### src/rtl/matmul_pkg.sv
// Shared matrix-multiply definitions: default matrix geometry and the
// state encoding used by the result unload controller.
package matmul_pkg;

    localparam int MAT_ROWS = 10;
    localparam int MAT_COLS = 10;
    localparam int ADDR_W   = 4;
    localparam int DATA_W   = 32;

    typedef enum logic [1:0] {
        S_IDLE   = 2'd0,
        S_STREAM = 2'd1,
        S_FLUSH  = 2'd2,
        S_DONE   = 2'd3
    } unload_state_e;

    // Number of C elements streamed out per start.
    function automatic int elem_count(input int rows, input int cols);
        return rows * cols;
    endfunction

endpackage

### src/rtl/result_unload_ctrl_if.sv
// Bundle of the C memory read port, the start/status strobes and the
// outgoing valid/ready element stream of the result unload controller.
interface result_unload_ctrl_if #(
    parameter int ADDR_W = matmul_pkg::ADDR_W,
    parameter int DATA_W = matmul_pkg::DATA_W
);

    logic              start;
    logic              en_ReadMat_C;
    logic [ADDR_W-1:0] rowAddr_C;
    logic [ADDR_W-1:0] colAddr_C;
    logic [DATA_W-1:0] rdData_C;
    logic [DATA_W-1:0] m_data;
    logic              m_valid;
    logic              m_ready;
    logic              m_last;
    logic              busy;
    logic              done;

    modport master (
        input  start,
        input  rdData_C,
        input  m_ready,
        output en_ReadMat_C,
        output rowAddr_C,
        output colAddr_C,
        output m_data,
        output m_valid,
        output m_last,
        output busy,
        output done
    );

    modport slave (
        output start,
        output rdData_C,
        output m_ready,
        input  en_ReadMat_C,
        input  rowAddr_C,
        input  colAddr_C,
        input  m_data,
        input  m_valid,
        input  m_last,
        input  busy,
        input  done
    );

endinterface

### src/rtl/result_fifo2.sv
// Two-entry synchronous FIFO holding {last, data} beats between the C
// memory read data and the output stream.
module result_fifo2 #(
    parameter int WIDTH = 33
) (
    input  logic             clk,
    input  logic             reset,
    input  logic             push,
    input  logic             pop,
    input  logic [WIDTH-1:0] din,
    output logic [WIDTH-1:0] dout,
    output logic [1:0]       count,
    output logic             empty
);

    logic [WIDTH-1:0] mem_q [2];
    logic [WIDTH-1:0] mem_d [2];
    logic             rd_ptr_q, rd_ptr_d;
    logic             wr_ptr_q, wr_ptr_d;
    logic [1:0]       count_q, count_d;
    logic             do_pop, do_push;

    // When full, a push alongside a pop lands in the slot being vacated.
    always_comb begin
        do_pop   = pop && (count_q != 2'd0);
        do_push  = push && ((count_q != 2'd2) || do_pop);
        mem_d    = mem_q;
        rd_ptr_d = rd_ptr_q;
        wr_ptr_d = wr_ptr_q;
        count_d  = count_q;
        if (do_push) begin
            mem_d[wr_ptr_q] = din;
            wr_ptr_d        = ~wr_ptr_q;
        end
        if (do_pop) begin
            rd_ptr_d = ~rd_ptr_q;
        end
        if (do_push && !do_pop) begin
            count_d = count_q + 2'd1;
        end else if (do_pop && !do_push) begin
            count_d = count_q - 2'd1;
        end
    end

    always_ff @(posedge clk or posedge reset) begin
        if (reset) begin
            mem_q[0] <= '0;
            mem_q[1] <= '0;
            rd_ptr_q <= 1'b0;
            wr_ptr_q <= 1'b0;
            count_q  <= 2'd0;
        end else begin
            mem_q    <= mem_d;
            rd_ptr_q <= rd_ptr_d;
            wr_ptr_q <= wr_ptr_d;
            count_q  <= count_d;
        end
    end

    assign dout  = mem_q[rd_ptr_q];
    assign count = count_q;
    assign empty = (count_q == 2'd0);

endmodule

### src/rtl/result_unload_ctrl.sv
// Reads result matrix C row-major out of its storage after a multiply and
// streams the elements over valid/ready, hiding the 1-cycle read latency.
module result_unload_ctrl #(
    parameter int MAT_ROWS = matmul_pkg::MAT_ROWS,
    parameter int MAT_COLS = matmul_pkg::MAT_COLS,
    parameter int ADDR_W   = matmul_pkg::ADDR_W,
    parameter int DATA_W   = matmul_pkg::DATA_W
) (
    input  logic                  clk,
    input  logic                  reset,
    result_unload_ctrl_if.master  bus
);

    import matmul_pkg::*;

    localparam logic [ADDR_W-1:0] LAST_ROW = ADDR_W'(MAT_ROWS - 1);
    localparam logic [ADDR_W-1:0] LAST_COL = ADDR_W'(MAT_COLS - 1);

    unload_state_e     state_q, state_d;
    logic [ADDR_W-1:0] row_q, row_d;
    logic [ADDR_W-1:0] col_q, col_d;
    logic              inflight_q, inflight_d;
    logic              inflight_last_q, inflight_last_d;

    logic [DATA_W:0]   fifo_din;
    logic [DATA_W:0]   fifo_dout;
    logic [1:0]        fifo_count;
    logic              fifo_empty;

    logic              pop;
    logic              issue;
    logic              at_last_addr;
    logic [2:0]        pending;

    // pending counts beats that will still be buffered or in flight after
    // this cycle's pop; a new read is only issued if it still fits.
    always_comb begin
        pop             = !fifo_empty && bus.m_ready;
        pending         = 3'(fifo_count) + 3'(inflight_q) - 3'(pop);
        at_last_addr    = (row_q == LAST_ROW) && (col_q == LAST_COL);
        issue           = (state_q == S_STREAM) && (pending < 3'd2);
        state_d         = state_q;
        row_d           = row_q;
        col_d           = col_q;
        inflight_d      = issue;
        inflight_last_d = issue && at_last_addr;

        unique case (state_q)
            S_IDLE: begin
                if (bus.start) begin
                    state_d = S_STREAM;
                    row_d   = '0;
                    col_d   = '0;
                end
            end
            S_STREAM: begin
                if (issue) begin
                    if (at_last_addr) begin
                        state_d = S_FLUSH;
                        row_d   = '0;
                        col_d   = '0;
                    end else if (col_q == LAST_COL) begin
                        col_d = '0;
                        row_d = row_q + ADDR_W'(1);
                    end else begin
                        col_d = col_q + ADDR_W'(1);
                    end
                end
            end
            S_FLUSH: begin
                if (pending == 3'd0) begin
                    state_d = S_DONE;
                end
            end
            S_DONE: begin
                state_d = S_IDLE;
            end
            default: begin
                state_d = S_IDLE;
            end
        endcase
    end

    always_ff @(posedge clk or posedge reset) begin
        if (reset) begin
            state_q         <= S_IDLE;
            row_q           <= '0;
            col_q           <= '0;
            inflight_q      <= 1'b0;
            inflight_last_q <= 1'b0;
        end else begin
            state_q         <= state_d;
            row_q           <= row_d;
            col_q           <= col_d;
            inflight_q      <= inflight_d;
            inflight_last_q <= inflight_last_d;
        end
    end

    assign fifo_din = {inflight_last_q, bus.rdData_C};

    result_fifo2 #(
        .WIDTH (DATA_W + 1)
    ) u_fifo (
        .clk   (clk),
        .reset (reset),
        .push  (inflight_q),
        .pop   (pop),
        .din   (fifo_din),
        .dout  (fifo_dout),
        .count (fifo_count),
        .empty (fifo_empty)
    );

    assign bus.en_ReadMat_C = issue;
    assign bus.rowAddr_C    = issue ? row_q : '0;
    assign bus.colAddr_C    = issue ? col_q : '0;
    assign bus.m_valid      = !fifo_empty;
    assign bus.m_data       = fifo_dout[DATA_W-1:0];
    assign bus.m_last       = !fifo_empty && fifo_dout[DATA_W];
    assign bus.busy         = (state_q == S_STREAM) || (state_q == S_FLUSH);
    assign bus.done         = (state_q == S_DONE);

    // Returning read data must always find room in the buffer.
    a_no_overflow: assert property (@(posedge clk) disable iff (reset)
        (inflight_q && (fifo_count == 2'd2)) |-> pop);

    a_hold_stable: assert property (@(posedge clk) disable iff (reset)
        (bus.m_valid && !bus.m_ready) |=>
            (bus.m_valid && $stable(bus.m_data) && $stable(bus.m_last)));

endmodule

### src/flat_wrapper.sv
// flat-port wrapper written by rule: the top's interface ports become plain ports
module result_unload_ctrl_flat import matmul_pkg::*;
#(
    parameter int MAT_ROWS = matmul_pkg::MAT_ROWS,
    parameter int MAT_COLS = matmul_pkg::MAT_COLS,
    parameter int ADDR_W   = matmul_pkg::ADDR_W,
    parameter int DATA_W   = matmul_pkg::DATA_W
)
  (clk, reset, bus_start, bus_rdData_C, bus_m_ready, bus_en_ReadMat_C, bus_rowAddr_C, bus_colAddr_C, bus_m_data, bus_m_valid, bus_m_last, bus_busy, bus_done);
  result_unload_ctrl_if #(.ADDR_W(ADDR_W), .DATA_W(DATA_W)) bus_i ();
  input  logic clk;
  input  logic reset;
  input wire logic [$bits(bus_i.start)-1:0] bus_start;
  input wire logic [$bits(bus_i.rdData_C)-1:0] bus_rdData_C;
  input wire logic [$bits(bus_i.m_ready)-1:0] bus_m_ready;
  output wire logic [$bits(bus_i.en_ReadMat_C)-1:0] bus_en_ReadMat_C;
  output wire logic [$bits(bus_i.rowAddr_C)-1:0] bus_rowAddr_C;
  output wire logic [$bits(bus_i.colAddr_C)-1:0] bus_colAddr_C;
  output wire logic [$bits(bus_i.m_data)-1:0] bus_m_data;
  output wire logic [$bits(bus_i.m_valid)-1:0] bus_m_valid;
  output wire logic [$bits(bus_i.m_last)-1:0] bus_m_last;
  output wire logic [$bits(bus_i.busy)-1:0] bus_busy;
  output wire logic [$bits(bus_i.done)-1:0] bus_done;
  assign bus_i.start = bus_start;
  assign bus_i.rdData_C = bus_rdData_C;
  assign bus_i.m_ready = bus_m_ready;
  assign bus_en_ReadMat_C = bus_i.en_ReadMat_C;
  assign bus_rowAddr_C = bus_i.rowAddr_C;
  assign bus_colAddr_C = bus_i.colAddr_C;
  assign bus_m_data = bus_i.m_data;
  assign bus_m_valid = bus_i.m_valid;
  assign bus_m_last = bus_i.m_last;
  assign bus_busy = bus_i.busy;
  assign bus_done = bus_i.done;
  result_unload_ctrl #(.MAT_ROWS(MAT_ROWS), .MAT_COLS(MAT_COLS), .ADDR_W(ADDR_W), .DATA_W(DATA_W)) u_core (.clk(clk), .reset(reset), .bus(bus_i));
endmodule
### config.mk
export PLATFORM = sky130hd
export DESIGN_NAME = result_unload_ctrl_flat
export DESIGN_NICKNAME = d
export VERILOG_FILES = /design/src/rtl/matmul_pkg.sv /design/src/rtl/result_unload_ctrl_if.sv /design/src/rtl/result_fifo2.sv /design/src/rtl/result_unload_ctrl.sv /design/src/flat_wrapper.sv
export SDC_FILE = /design/constraint.sdc
export NUM_CORES = 1
export LEC_CHECK = 0
export ABC_AREA = 0
export BUFFER_PORTS_ARGS = -buffer_cell sky130_fd_sc_hd__buf_2
export CAP_MARGIN = 20
export CORE_MARGIN = 2
export CORE_UTILIZATION = 55
export DETAILED_ROUTE_END_ITERATION = 7
export PLACE_DENSITY = 0.8
export SLEW_MARGIN = 20
export SYNTH_ARGS = -nofsm -noshare
export SYNTH_HDL_FRONTEND = slang
export SYNTH_HIERARCHICAL = 1
export SYNTH_SLANG_ARGS = --single-unit
### constraint.sdc
create_clock -name clk -period 4.2 [get_ports clk]
set_input_delay 0.84 -clock clk [delete_from_list [all_inputs] [get_ports clk]]
set_output_delay 0.84 -clock clk [all_outputs]
set_load 0.01 [all_outputs]
* After elaboration in Yosys (flattened, before gate mapping)
Cells that the tools add are included.
Operators by class: $add $sub $neg 6, $mul 0, div/mod/pow operators 0, magnitude comparators 4, equal/unequal tests 11, shift-type cells 0, muxes and demuxes 24, bitwise logic cells 4, reduce and logical (&&, ||, !) cells 24
Operators by type and width (number):
- $mux W33 | 4
- $bwmux W66 | 1
- $mux W4 | 9
- $demux W33 S1 | 1
- $pmux W4 S2 | 2
- $mux W2 | 6
- $logic_and A1 B1 Y1 | 10
- $add A4 B1 Y4 const B | 2
- $eq A4 B4 Y1 const B | 2
- $pmux W2 S4 | 1
- $reduce_and A4 Y1 | 2
- $ne A2 B1 Y1 const B | 3
- $reduce_bool A2 Y1 | 3
- $eq A2 B2 Y1 const B | 2
- $ge A2 B2 Y1 const B | 2
- $logic_not A2 Y1 | 2
- $ne A2 B2 Y1 const B | 2
- $not A1 Y2 | 2
- $add A2 B1 Y3 | 1
- $logic_not A1 Y1 | 3
- $logic_not A3 Y1 | 1
- $lt A3 B2 Y1 const B | 1
- $ne A3 B1 Y1 const B | 1
- $reduce_and A3 Y1 | 1
- 7 further kinds | 9
Storage, ports and cells: flip-flop bits (word level) 82, latch bits 0, bits in writable memories 0, memory bits (read-only) 0, input bits 36, output and inout port bits 45, logic and storage cells 83, memories kept 0

* Longest topological paths before layout
Gate-level depths: netlist (run 1).
word-level depth 10, depth in mapped cells 12, depth with buffers taken out 11

* Hierarchy
Netlist (run 1), hierarchy kept.
Modules (own cells, without submodules):
- result_fifo2 | times used 1, cells an instance 194, area each 3067.9 um2, seq. area each 1751.7 um2
- result_unload_ctrl | times used 1, cells an instance 101, area each 899.6 um2, seq. area each 300.3 um2

* Worst setup path after synthesis (run 1)
Ideal clock, no wire load.
path type input port to output port, from input port bus_m_ready, to output port bus_colAddr_C[0], arrival time 2.912 ns, data required time 3.360 ns, path slack 0.448 ns, cell stages on the path 9, buffers on the path 1, path through nor2b_1 -> ha_1 -> inv_1 -> ha_1 -> fa_1 -> or3_1 -> clkbuf_1 -> inv_1 -> and2_1
Between the ends: word-level cells in the longest chain between the ends 5
RTL lines:
- start, declared | line flat_wrapper.sv:15 | input wire logic [$bits(bus_i.m_ready)-1:0] bus_m_ready;
- $logic_and A1 B1 Y1 | line result_unload_ctrl.sv:38 | pop = !fifo_empty && bus.m_ready;
- $sub A3 B1 Y3 | line result_unload_ctrl.sv:39 | pending = 3'(fifo_count) + 3'(inflight_q) - 3'(pop);
- $lt A3 B2 Y1 | line result_unload_ctrl.sv:41 | issue = (state_q == S_STREAM) && (pending < 3'd2);
- $logic_and A1 B1 Y1 | line result_unload_ctrl.sv:41
- via bus_en_ReadMat_C | line flat_wrapper.sv:16 | output wire logic [$bits(bus_i.en_ReadMat_C)-1:0] bus_en_ReadMat_C;
- $mux W4 | line result_unload_ctrl.sv:117 | assign bus.colAddr_C = issue ? col_q : '0;
- end, declared | line flat_wrapper.sv:18 | output wire logic [$bits(bus_i.colAddr_C)-1:0] bus_colAddr_C;
The timed path passes the listed nets, and every way through them passes these cells.

* Worst setup path in the final report (run 1)
from register u_core.u_fifo.count_q[0] (netlist: u_core/u_fifo/count[0]), to output port bus_colAddr_C[2]
Between the ends: word-level cells in the longest chain between the ends 7, elaborated cells on any way between the ends 8, those cells by class 2 x add/sub; 1 x order compare; 1 x mux; 4 x reduce/logical
RTL lines:
- start, declared | line result_fifo2.sv:20 | logic [1:0] count_q, count_d;
- start signal, assigned | line result_fifo2.sv:56 | count_q <= count_d;
- $logic_not A2 Y1 | line result_fifo2.sv:62 | assign empty = (count_q == 2'd0);
- via u_core.fifo_empty | line result_unload_ctrl.sv:28 | logic fifo_empty;
- $logic_not A1 Y1 | line result_unload_ctrl.sv:38
- $logic_and A1 B1 Y1 | line result_unload_ctrl.sv:38
- via u_core.pop | line result_unload_ctrl.sv:30 | logic pop;
- $sub A3 B1 Y3 | line result_unload_ctrl.sv:39
- $lt A3 B2 Y1 | line result_unload_ctrl.sv:41
- $logic_and A1 B1 Y1 | line result_unload_ctrl.sv:41
- $mux W4 | line result_unload_ctrl.sv:117
The timed path passes the listed nets, and every way through them passes these cells.

==> key figures, run 1 <==
Run status
  – Status: complete, no violations

Setup path
  – Setup crit start: u_core/u_fifo/count[0]
  – Arrival @ worst endpoint: just under 3000 ps
  – Crit path cell chain: nor2_1, nor2b_1, ha_1, inv_1, ha_1, fa_1, or3_1, inv_1, and2_1, buf_2
  – Slowest-stage cell, CP: fa_1
  – Critical path type: flip-flop to output port
  – Reg2Reg Setup Slack: 1130 ps
  – Max stage delay on crit path: 490 ps
  – Top delay family on crit path: adder cells
  – CP Launch Type: flip-flop
  – Data required, critical path: 3360 ps
  – Setup crit end kind: output port
  – CP max FO: 8
  – RR Startpoint: u_core/u_fifo/count[0]
  – WP buf/inv: 3

STA
  – Slew HR: 0.340
  – Final min period: around 3800 ps
  – Final-report max-slew violation count: 0
  – Clock skew: ~14 ps
  – Period utilization: 0.899
  – Slew @ Worst Pin: between 900 and 1000 ps
  – Setup Viol. Count Final: 0
  – Unrepaired setup endpoints after global routing: no
  – Hold Vio Cnt, Final: 0
  – Setup TNS: 0 ps
  – Highest attainable clock frequency: ~0.26 GHz

Power
  – PwrDens: 760 mW/mm^2
  – Max VDD drop: about 0.00036 V
  – Leak: 2.17 nW

Layout
  – Most common cell after layout, fill and taps aside: mux2_2
  – Area grow syn2layout: 16.7%
  – Ant diodes: 0
  – Register area: approximately 0.0021 sq mm
  – Fillers: between 500 and 600
  – Multi-input gate area: 0.00177 sq mm
  – Share of layout cells above drive strength 1: 0.520
  – NumNets Final: 427
  – Most frequent cells in the layout: 94 x mux2_2, 82 x dfrtp_1, 80 x buf_2, 13 x inv_1
  – Final Util: 0.674

Detailed routing
  – Vias per cell: around 5.3
  – Drt first pass iters: 4
  – Final ANT Viol Nets: 0
  – WL per Instance: around 15 microns
  – Via count: 2,558
  – Drt drc: 0
  – Post-Route WL: 7.30 mm
  – Starting DRC count in detailed routing: 114

Min path
  – Worst hold path type: flip-flop to flip-flop
  – Hold_sp: u_core/u_fifo/mem_q[60]

Place
  – Port buffer count: 80
  – DPL Wire Length: around 5.2 mm
  – GP Congestion: about 0.84

Synthesis
  – EDFF count, synth: 0
  – Mapped Nets: approximately 340
  – Post-synth ARST share: 1.00
  – Yosys reg bits: between 80 and 90
  – Synthesized area: roughly 0.0040 sq mm
  – Ys flop type: dfrtp_1
  – YS warnings: 6
  – Register area share after synthesis: 0.517
  – Post-synthesis instance total: 295
  – Mean Syn Cell Area: between 10 and 15 sq um
  – Netlist cell types: 40

GRT
  – First-pass GRT wire length: between 10 and 15 mm
  – GRT Total Usage: 0.200
  – Vias in the first global route: about 2.6k
  – Grt ovf: 0
  – Largest net degree at the start of global routing: 42
  – Initial antenna violation count: 0

Clock network
  – H-Tree Level Count: 3
  – Clock Tree Root: clkbuf_8
  – CTS tree: done
  – Num Clock Sinks: 82
  – Post-CTS Repair Setup Buffers: 0
  – CTS Buf Count: 9
  – Post_cts resized: 0
  – Worst-path clk slew: 90 ps
  – Clock latency on the worst-skew pair: 350 ps
  – Max clock buf depth: 2
  – # hold bufs at CTS: 0

Run
  – Max_cap viols: 0

Die
  – Horiz. Die Dim: ~89 microns
  – Die area: about 0.0079 sq mm
  – Initial Utilization: 0.578
  – I/O pins: 81
  – # rows: 30
  – Die Height: 88.9 microns
  – Core area: between 0.006 and 0.007 sq mm
stage by stage:
stage	total power [mW]	std cells	setup WS (ps)	hold slack, ps	area (sq um)
after CTS	3.56	479	405	489	4630
after global placement	2.94	463	474	464	4440
after floorplan	2.54	295	448	454	3970
after global routing	3.78	479	213	508	4630
after detailed placement	3.02	463	462	471	4440
final	3.52	479	425	487	4630
final timing paths:
path                                           endpoint  cells past startpoint
worst max-delay path                   bus_colAddr_C[2]                     10
worst min-delay path            u_core/u_fifo/mem_q[60]                      1
worst max register to register          u_core/row_q[1]                      9
worst min register to register  u_core/u_fifo/mem_q[60]                      1
max in group asynchronous       u_core/u_fifo/mem_q[49]                      3
min in group asynchronous               u_core/row_q[3]                      2
Yosys cell counts, drive strengths merged (2+ instances only):
cell type	instances	area, sq um
nor2	10	40.0
o31ai	2	15.0
nand3	6	30.0
xnor2	3	26.3
inv	15	56.3
ha	12	150
nand2	6	22.5
and2	4	25.0
o21ai	5	25.0
xor2	3	26.3
nand3b	2	15.0
buf	10	78.8
nand2b	2	12.5
dfrtp	82	2050
clkbuf	3	11.3
and3b	2	17.5
nor3b	3	45.1
nor3	3	15.0
or4	3	22.5
o32ai	2	17.5
mux2	101	1140
nor2b	4	25.0
sequential cells by signal, summed over array words and instances (netlist names):
register and cells:
u_core/state_q 2, u_core/u_fifo/wr_ptr_q 1, u_core/u_fifo/count 2, u_core/col_q 4, u_core/inflight_q 1, u_core/row_q 4
u_core/u_fifo/mem_q 66, u_core/u_fifo/rd_ptr_q 1, u_core/inflight_last_q 1
final cells by class:
cell class                 instances  share of cell area
inverter                          15              0.0122
clock buffer                      13              0.0365
timing repair buffer              85              0.0946
sequential                        82               0.443
tap                               96              0.0259
clock inverter                     3             0.00459
multi-input combinational        185               0.383
kinds of logic (layout without fill, tap and decap cells):
| kind of cell | Yosys count | in the layout | synth area share |
|---|---|---|---|
| flip-flops | 82 | 82 | 0.517 |
| buffers and inverters | 28 | 116 | 0.0369 |
| XOR/XNOR | 6 | 6 | 0.0132 |
| AO/OA/AOI/OAI | 17 | 17 | 0.0296 |
| multiplexers | 101 | 101 | 0.287 |
| adder cells (fa/ha/maj) | 13 | 13 | 0.0429 |
| AND/OR/NAND/NOR | 48 | 48 | 0.0735 |
per-layer routing:
metal	global-route usage	vias up	wire length [microns]
met2	0.345	63	3630
met4	0.0746	0	103
met3	0.0397	8	341
met1	0.249	1276	3220
li1	-	1211	-
met5	0	-	0
power by group:
group          switching (mW)  internal, mW
Combinational           0.753         0.875
Sequential              0.204          1.15
Clock                   0.269         0.265
worst register-to-register path, stage by stage, from the launching register on:
cell	delay (ps)
dfrtp_1	470
nor2_1	190
nor2b_1	90
ha_1	270
inv_1	40
ha_1	180
fa_1	490
o31a_1	420
or4_1	560
o32ai_1	260
No activity file was read; power rests on OpenSTA's default activity.
==> run 2: changes to the inputs <==
--- a/config.mk
+++ b/config.mk
@@ -11,6 +11,7 @@
 export CORE_MARGIN = 2
 export CORE_UTILIZATION = 55
 export DETAILED_ROUTE_END_ITERATION = 7
+export GPL_TIMING_DRIVEN = 0
 export PLACE_DENSITY = 0.8
 export SLEW_MARGIN = 20
 export SYNTH_ARGS = -nofsm -noshare
==> run 2 against run 1 <==
  * Flip-flop and latch count stayed put
  * Final cell count up 1.7%
  * Clock skew shrank 6.7 ps
  * Wire length increased by 5.2%
  * Die area unchanged
  * Combinational power increased by 3%
==> key figures, run 2 (same netlist as run 1, synthesis figures left out) <==
Setup path
  – CP max FO: 8 (unchanged)
  – Slowest-stage cell, CP: fa_1 (unchanged)
  – Max stage delay on crit path: 500 ps (was 490 ps)
  – CP Launch Type: flip-flop (unchanged)
  – Data required, critical path: 3360 ps (about the same)
  – Critical path type: flip-flop to output port (unchanged)
  – Arrival @ worst endpoint: 3110 ps (was 2930 ps)
  – Crit path cell chain: nor2_1, nor2b_2, ha_1, inv_1, ha_1, fa_1, or3_4, inv_1, and2_1, buf_2 (was nor2_1, nor2b_1, ha_1, inv_1, ha_1, fa_1, or3_1, inv_1, and2_1, buf_2)
  – Setup crit end kind: output port (unchanged)

STA
  – Final-report max-slew violation count: 0 (unchanged)
  – Clock skew: 7.17 ps (was 13.9 ps)
  – Setup TNS: 0 ps (unchanged)
  – Final min period: 3950 ps (was 3770 ps)
  – Setup Viol. Count Final: 0 (unchanged)
  – Highest attainable clock frequency: 0.253 GHz (was 0.265 GHz)
  – Period utilization: 0.940 (was 0.899)
  – Hold WS: 466 ps (was 487 ps)
  – Unrepaired setup endpoints after global routing: no (unchanged)
  – Slew @ Worst Pin: 509 ps (was 987 ps)
  – Slew HR: 0.660 (was 0.340)
  – Hold Vio Cnt, Final: 0 (unchanged)

Clock network
  – Worst-path clk slew: 80 ps (was 90 ps)
  – Clock Tree Root: clkbuf_8 (unchanged)
  – H-Tree Level Count: 3 (unchanged)
  – CTS Buf Count: 9 (unchanged)
  – # hold bufs at CTS: 0 (unchanged)
  – Max clock buf depth: 2 (unchanged)
  – CTS tree: done (unchanged)
  – Num Clock Sinks: 82 (unchanged)
  – Clock latency on the worst-skew pair: 350 ps (about the same)

GRT
  – First-pass GRT wire length: 12.3 mm (was 11.9 mm)
  – Initial antenna violation count: 0 (unchanged)
  – Grt ovf: 0 (unchanged)
  – Largest net degree at the start of global routing: 47 (was 42)
  – GRT Total Usage: 0.203 (was 0.200)
  – Vias in the first global route: 2,729 (was 2,572)

Power
  – PwrDens: 761 mW/mm^2 (was 760 mW/mm^2)
  – Max VDD drop: 0.000292 V (was 0.000356 V)
  – Leak: 2.22 nW (was 2.17 nW)
  – Clock power frac: 0.153 (was 0.152)
  – Final Power: 3.58 mW (was 3.52 mW)
  – Pint: 2.33 mW (was 2.29 mW)
  – Sequential Power Share: 0.379 (was 0.385)
  – Net Switching: 1.26 mW (was 1.23 mW)
  – Comb power frac: 0.468 (was 0.463)
  – Switching Share: 0.350 (was 0.349)

Detailed routing
  – Final ANT Viol Nets: 0 (unchanged)
  – Drt first pass iters: 4 (unchanged)
  – Via count: 2,625 (was 2,558)
  – Drt drc: 0 (unchanged)
  – Vias per cell: 5.39 (was 5.34)
  – WL per Instance: 15.8 microns (was 15.2 microns)
  – Starting DRC count in detailed routing: 57 (was 114)
  – Post-Route WL: 7.68 mm (was 7.30 mm)

Place
  – GP Congestion: 0.827 (was 0.844)
  – Placed cell area: 0.00452 sq mm (was 0.00444 sq mm)
  – Port buffer count: 80 (unchanged)
  – DPL Wire Length: 5.57 mm (was 5.18 mm)

Die
  – Core area: 0.00687 sq mm (unchanged)
  – I/O pins: 81 (unchanged)
  – Initial Utilization: 0.578 (unchanged)
  – Die area: 0.00791 sq mm (unchanged)
  – Die Height: 88.9 microns (unchanged)
  – # rows: 30 (unchanged)
  – Horiz. Die Dim: 88.9 microns (unchanged)

Layout
  – Area grow syn2layout: 18.7% (was 16.7%)
  – Largest register by flop count: u_core/u_fifo/mem_q (unchanged)
  – Share of layout cells above drive strength 1: 0.524 (was 0.520)
  – NumNets Final: 435 (was 427)
  – Ant diodes: 0 (unchanged)
  – Post-route cell area: 0.00471 sq mm (was 0.00463 sq mm)
  – Biggest regs: u_core/u_fifo/mem_q: 66 flops, u_core/col_q: 4 flops, u_core/row_q: 4 flops (unchanged)
  – Most frequent cells in the layout: 94 x mux2_2, 83 x buf_2, 82 x dfrtp_1, 13 x inv_1, 12 x ha_1 (was 94 x mux2_2, 82 x dfrtp_1, 80 x buf_2, 13 x inv_1)
  – Most common cell after layout, fill and taps aside: mux2_2 (unchanged)
  – Max FFs per register: 66 (unchanged)

Run
  – Max_cap viols: 0 (unchanged)

Run status
  – Status: complete, no violations (unchanged)

Min path
  – Worst hold path type: input pin to asynchronous set/reset pin (was flip-flop to flip-flop)
==> run 2: cell types whose count changed in the layout (fill, tap and decap cells not counted), moves of 2 or more <==
| cell | previous run | this run |
|---|---|---|
| clkinv_4 | 0 | 2 |
| clkbuf_1 | 1 | 5 |
| buf_6 | 0 | 3 |
| clkbuf_8 | 12 | 9 |
| buf_2 | 80 | 83 |
==> run 2: routing by layer <==
metal / share of wire / GRT usage / up-vias
met5: 0 / 0 / -
met4: 0.013 / 0.0828 / 0
met3: 0.061 / 0.0388 / 9
met2: 0.51 / 0.349 / 76
met1: 0.41 / 0.254 / 1312
li1: - / - / 1228
==> run 2: per-stage QoR <==
stage / utilization / worst slack (ps) / std cells
after floorplan: - / 448 / 295
after global placement: 0.653 / 130 / 471
after detailed placement: 0.658 / 79.1 / 472
after CTS: 0.685 / 22.2 / 488
after global routing: 0.686 / 95.1 / 487
final: 0.686 / 252 / 487
==> run 2: final timing paths <==
path,depth (start not counted),slack (ps),start,end
max,10,250,u_core/u_fifo/count[0],bus_colAddr_C[2]
min,2,470,reset,u_core/u_fifo/mem_q[5]
min in group clk,1,490,u_core/u_fifo/mem_q[61],u_core/u_fifo/mem_q[61]
min reg2reg,1,490,u_core/u_fifo/mem_q[61],u_core/u_fifo/mem_q[61]
max in group asynchronous,3,3210,reset,u_core/u_fifo/mem_q[65]
max reg2reg,9,1060,u_core/u_fifo/count[0],u_core/row_q[1]
==> run 2: repair_timing <==
item                       CTS  global route
setup buffers                0             0
resized for setup            1             1
setup endpoints to repair    1             5
==> run 2: worst max-delay path: cells and delay by family (launching register included) <==
family / cells / cell delay, ps
flip-flops: 1 / 480
adder cells (fa/ha/maj): 3 / 960
buffers and inverters: 3 / 340
AND/OR/NAND/NOR: 4 / 980
==> run 2: cell type report <==
cell class | instances | area, sq um
fillers | 514 | 2160
flip-flops and latches | 82 | 2050
well taps | 96 | 120
multi-input cells | 185 | 1780
clock buffers | 12 | 135
repair buffers | 81 | 428
clock inverters | 4 | 52.6
plain buffers | 12 | 86.3
inverters | 15 | 58.8
==> run 2: power groups by stage <==
stage               Combinational (mW)  Sequential [mW]  Clock, mW
CTS                               1.70             1.36      0.569
finish                            1.68             1.36      0.549
floorplan                         1.24             1.31          0
global route                      1.85             1.41      0.598
global placement                  1.64             1.34          0
detailed placement                1.69             1.37          0
==> run 3: changes to the inputs <==
--- a/config.mk
+++ b/config.mk
@@ -9,10 +9,11 @@
 export BUFFER_PORTS_ARGS = -buffer_cell sky130_fd_sc_hd__buf_2
 export CAP_MARGIN = 20
 export CORE_MARGIN = 2
-export CORE_UTILIZATION = 55
+export CORE_UTILIZATION = 57
+export CTS_BUF_LIST = sky130_fd_sc_hd__clkbuf_4 sky130_fd_sc_hd__clkbuf_8
 export DETAILED_ROUTE_END_ITERATION = 7
 export GPL_TIMING_DRIVEN = 0
-export PLACE_DENSITY = 0.8
+export PLACE_DENSITY = 0.82
 export SLEW_MARGIN = 20
 export SYNTH_ARGS = -nofsm -noshare
 export SYNTH_HDL_FRONTEND = slang
==> run 3 against run 2 <==
  * Wire length is 1.3% lower
  * Core utilization grew 1.2 points
  * Global-route usage up 0.41 points
  * Die area down 3.4%
  * Clock skew down 2.1 ps
  * Critical path type unchanged
==> key figures, run 3 (same netlist as run 1, synthesis figures left out) <==
Detailed routing
  – Starting DRC count in detailed routing: 85 (was 57)
  – Drt drc: 0 (unchanged)
  – Drt first pass iters: 4 (unchanged)
  – Via count: 2,572 (was 2,625)
  – Post-Route WL: 7.58 mm (was 7.68 mm)
  – Vias per cell: 5.46 (was 5.39)
  – WL per Instance: 16.1 microns (was 15.8 microns)
  – Final ANT Viol Nets: 0 (unchanged)

Layout
  – Biggest regs: u_core/u_fifo/mem_q: 66 flops, u_core/col_q: 4 flops, u_core/row_q: 4 flops (unchanged)
  – Ant diodes: 0 (unchanged)
  – Max FFs per register: 66 (unchanged)
  – Share of layout cells above drive strength 1: 0.535 (was 0.524)
  – Area grow syn2layout: 18.8% (was 18.7%)
  – Most frequent cells in the layout: 94 x mux2_2, 83 x buf_2, 82 x dfrtp_1, 13 x inv_1, 12 x ha_1 (unchanged)
  – Largest register by flop count: u_core/u_fifo/mem_q (unchanged)
  – Final Util: 0.697 (was 0.686)
  – NumNets Final: 435 (unchanged)
  – Most common cell after layout, fill and taps aside: mux2_2 (unchanged)

Setup path
  – R2r endpoint: u_core/row_q[1] (unchanged)
  – Crit path cell chain: nor2_2, nor2b_2, ha_1, inv_1, ha_1, fa_1, or3_4, inv_1, and2_1, buf_2 (was nor2_1, nor2b_2, ha_1, inv_1, ha_1, fa_1, or3_4, inv_1, and2_1, buf_2)
  – Data required, critical path: 3360 ps (about the same)
  – Slowest-stage cell, CP: dfrtp_1 (was fa_1)
  – R2R depth: 9 (unchanged)
  – Critical path type: flip-flop to output port (unchanged)
  – Arrival @ worst endpoint: 3060 ps (was 3110 ps)
  – CP Launch Type: flip-flop (unchanged)
  – RR Startpoint: u_core/u_fifo/count[0] (unchanged)
  – CP max FO: 8 (unchanged)
  – Reg2Reg Setup Slack: 1100 ps (was 1060 ps)
  – Top delay family on crit path: simple AND/OR/NAND/NOR gates (unchanged)
  – Max stage delay on crit path: 510 ps (was 500 ps)
  – WP buf/inv: 3 (unchanged)
  – Setup crit end kind: output port (unchanged)

Clock network
  – CTS Buf Count: 9 (unchanged)
  – Clock latency on the worst-skew pair: 350 ps (about the same)
  – Num Clock Sinks: 82 (unchanged)
  – Worst-path clk slew: 80 ps (about the same)
  – Clock Tree Root: clkbuf_8 (unchanged)
  – Max clock buf depth: 2 (unchanged)
  – H-Tree Level Count: 3 (unchanged)
  – CTS tree: done (unchanged)

Die
  – Horiz. Die Dim: 87.4 microns (was 88.9 microns)
  – Die area: 0.00764 sq mm (was 0.00791 sq mm)
  – Core area: 0.00676 sq mm (was 0.00687 sq mm)
  – Die Height: 87.4 microns (was 88.9 microns)
  – # rows: 30 (unchanged)
  – I/O pins: 81 (unchanged)
  – Initial Utilization: 0.587 (was 0.578)

Power
  – Max VDD drop: 0.000309 V (was 0.000292 V)
  – Leak: 2.22 nW (about the same)
  – PwrDens: 769 mW/mm^2 (was 761 mW/mm^2)

STA
  – Hold Vio Cnt, Final: 0 (unchanged)
  – Setup Viol. Count Final: 0 (unchanged)
  – Unrepaired setup endpoints after global routing: no (unchanged)
  – Final-report max-slew violation count: 0 (unchanged)
  – Slew @ Worst Pin: 493 ps (was 509 ps)
  – Final min period: 3900 ps (was 3950 ps)
  – Clock skew: 5.10 ps (was 7.17 ps)
  – Slew HR: 0.671 (was 0.660)
  – Setup TNS: 0 ps (unchanged)
  – Period utilization: 0.929 (was 0.940)
  – Highest attainable clock frequency: 0.256 GHz (was 0.253 GHz)

Run
  – Max_cap viols: 0 (unchanged)

GRT
  – Initial antenna violation count: 0 (unchanged)
  – GRT Total Usage: 0.207 (was 0.203)
  – First-pass GRT wire length: 12.1 mm (was 12.3 mm)
  – Grt ovf: 0 (unchanged)
  – Largest net degree at the start of global routing: 62 (was 47)
  – Vias in the first global route: 2,620 (was 2,729)

Place
  – GP Congestion: 0.855 (was 0.827)
  – Port buffer count: 80 (unchanged)
  – DPL Wire Length: 5.47 mm (was 5.57 mm)

Min path
  – Worst hold path type: input pin to asynchronous set/reset pin (unchanged)

Run status
  – Status: complete, no violations (unchanged)
## run 3: worst register-to-register path: stages, from the launching register on
cell     delay [ps]
dfrtp_1         510
nor2_2           90
nor2b_2         220
ha_1            270
inv_1            60
ha_1            150
fa_1            470
o31a_1          430
or4_1           570
o32ai_1         240
## run 3: timing repair
item | CTS | global route
setup buffers | 0 | 0
setup endpoints to repair | 4 | 5
hold buffers | 0 | 0
resized for setup | 0 | 3
hold endpoints to repair | 0 | 0
## run 3: worst max path at each step
stage	startpoint	end	slack, ps	cells after the start
detailed placement	bus_m_ready	bus_colAddr_C[0]	80	11
global placement	bus_m_ready	bus_rowAddr_C[3]	130	11
finish	u_core/u_fifo/count[0]	bus_colAddr_C[0]	300	10
CTS	u_core/u_fifo/count[0]	bus_colAddr_C[0]	30	10
global route	u_core/u_fifo/count[0]	bus_rowAddr_C[3]	90	11
floorplan	bus_m_ready	bus_colAddr_C[0]	450	9
## run 3: cell type report
type,count,area [sq um]
multi-input combinational,185,1780
tap,80,100
sequential,82,2050
inverter,15,58.8
clock inverter,5,62.6
timing repair buffer,81,428
fill,489,2040
buffer,12,86.3
clock buffer,11,145
## run 3: metrics by stage
step                hold WS [ps]  cells  worst slack, ps  area (sq um)  total power, mW
floorplan                    454    295              448          3970             2.54
global placement             463    455              125          4470             2.97
detailed placement           475    456             77.2          4500             3.06
CTS                          382    471             29.3          4700             3.65
global route                 391    471             85.7          4710             3.87
finish                       391    471              297          4710             3.62
## run 3: per-layer routing
layer | GRT usage | share of wire | up-vias
met2 | 0.342 | 0.49 | 69
li1 | - | - | 1221
met4 | 0.0993 | 0.017 | 0
met3 | 0.0379 | 0.049 | 9
met1 | 0.264 | 0.44 | 1273
met5 | 0 | 0 | -
## run 3: where the power goes
part	switching [mW]	leakage (nW)	internal (mW)
clock network	0.280	0.0996	0.301
logic	0.779	1.12	0.901
registers	0.208	1.00	1.15
total	1.27	2.22	2.35
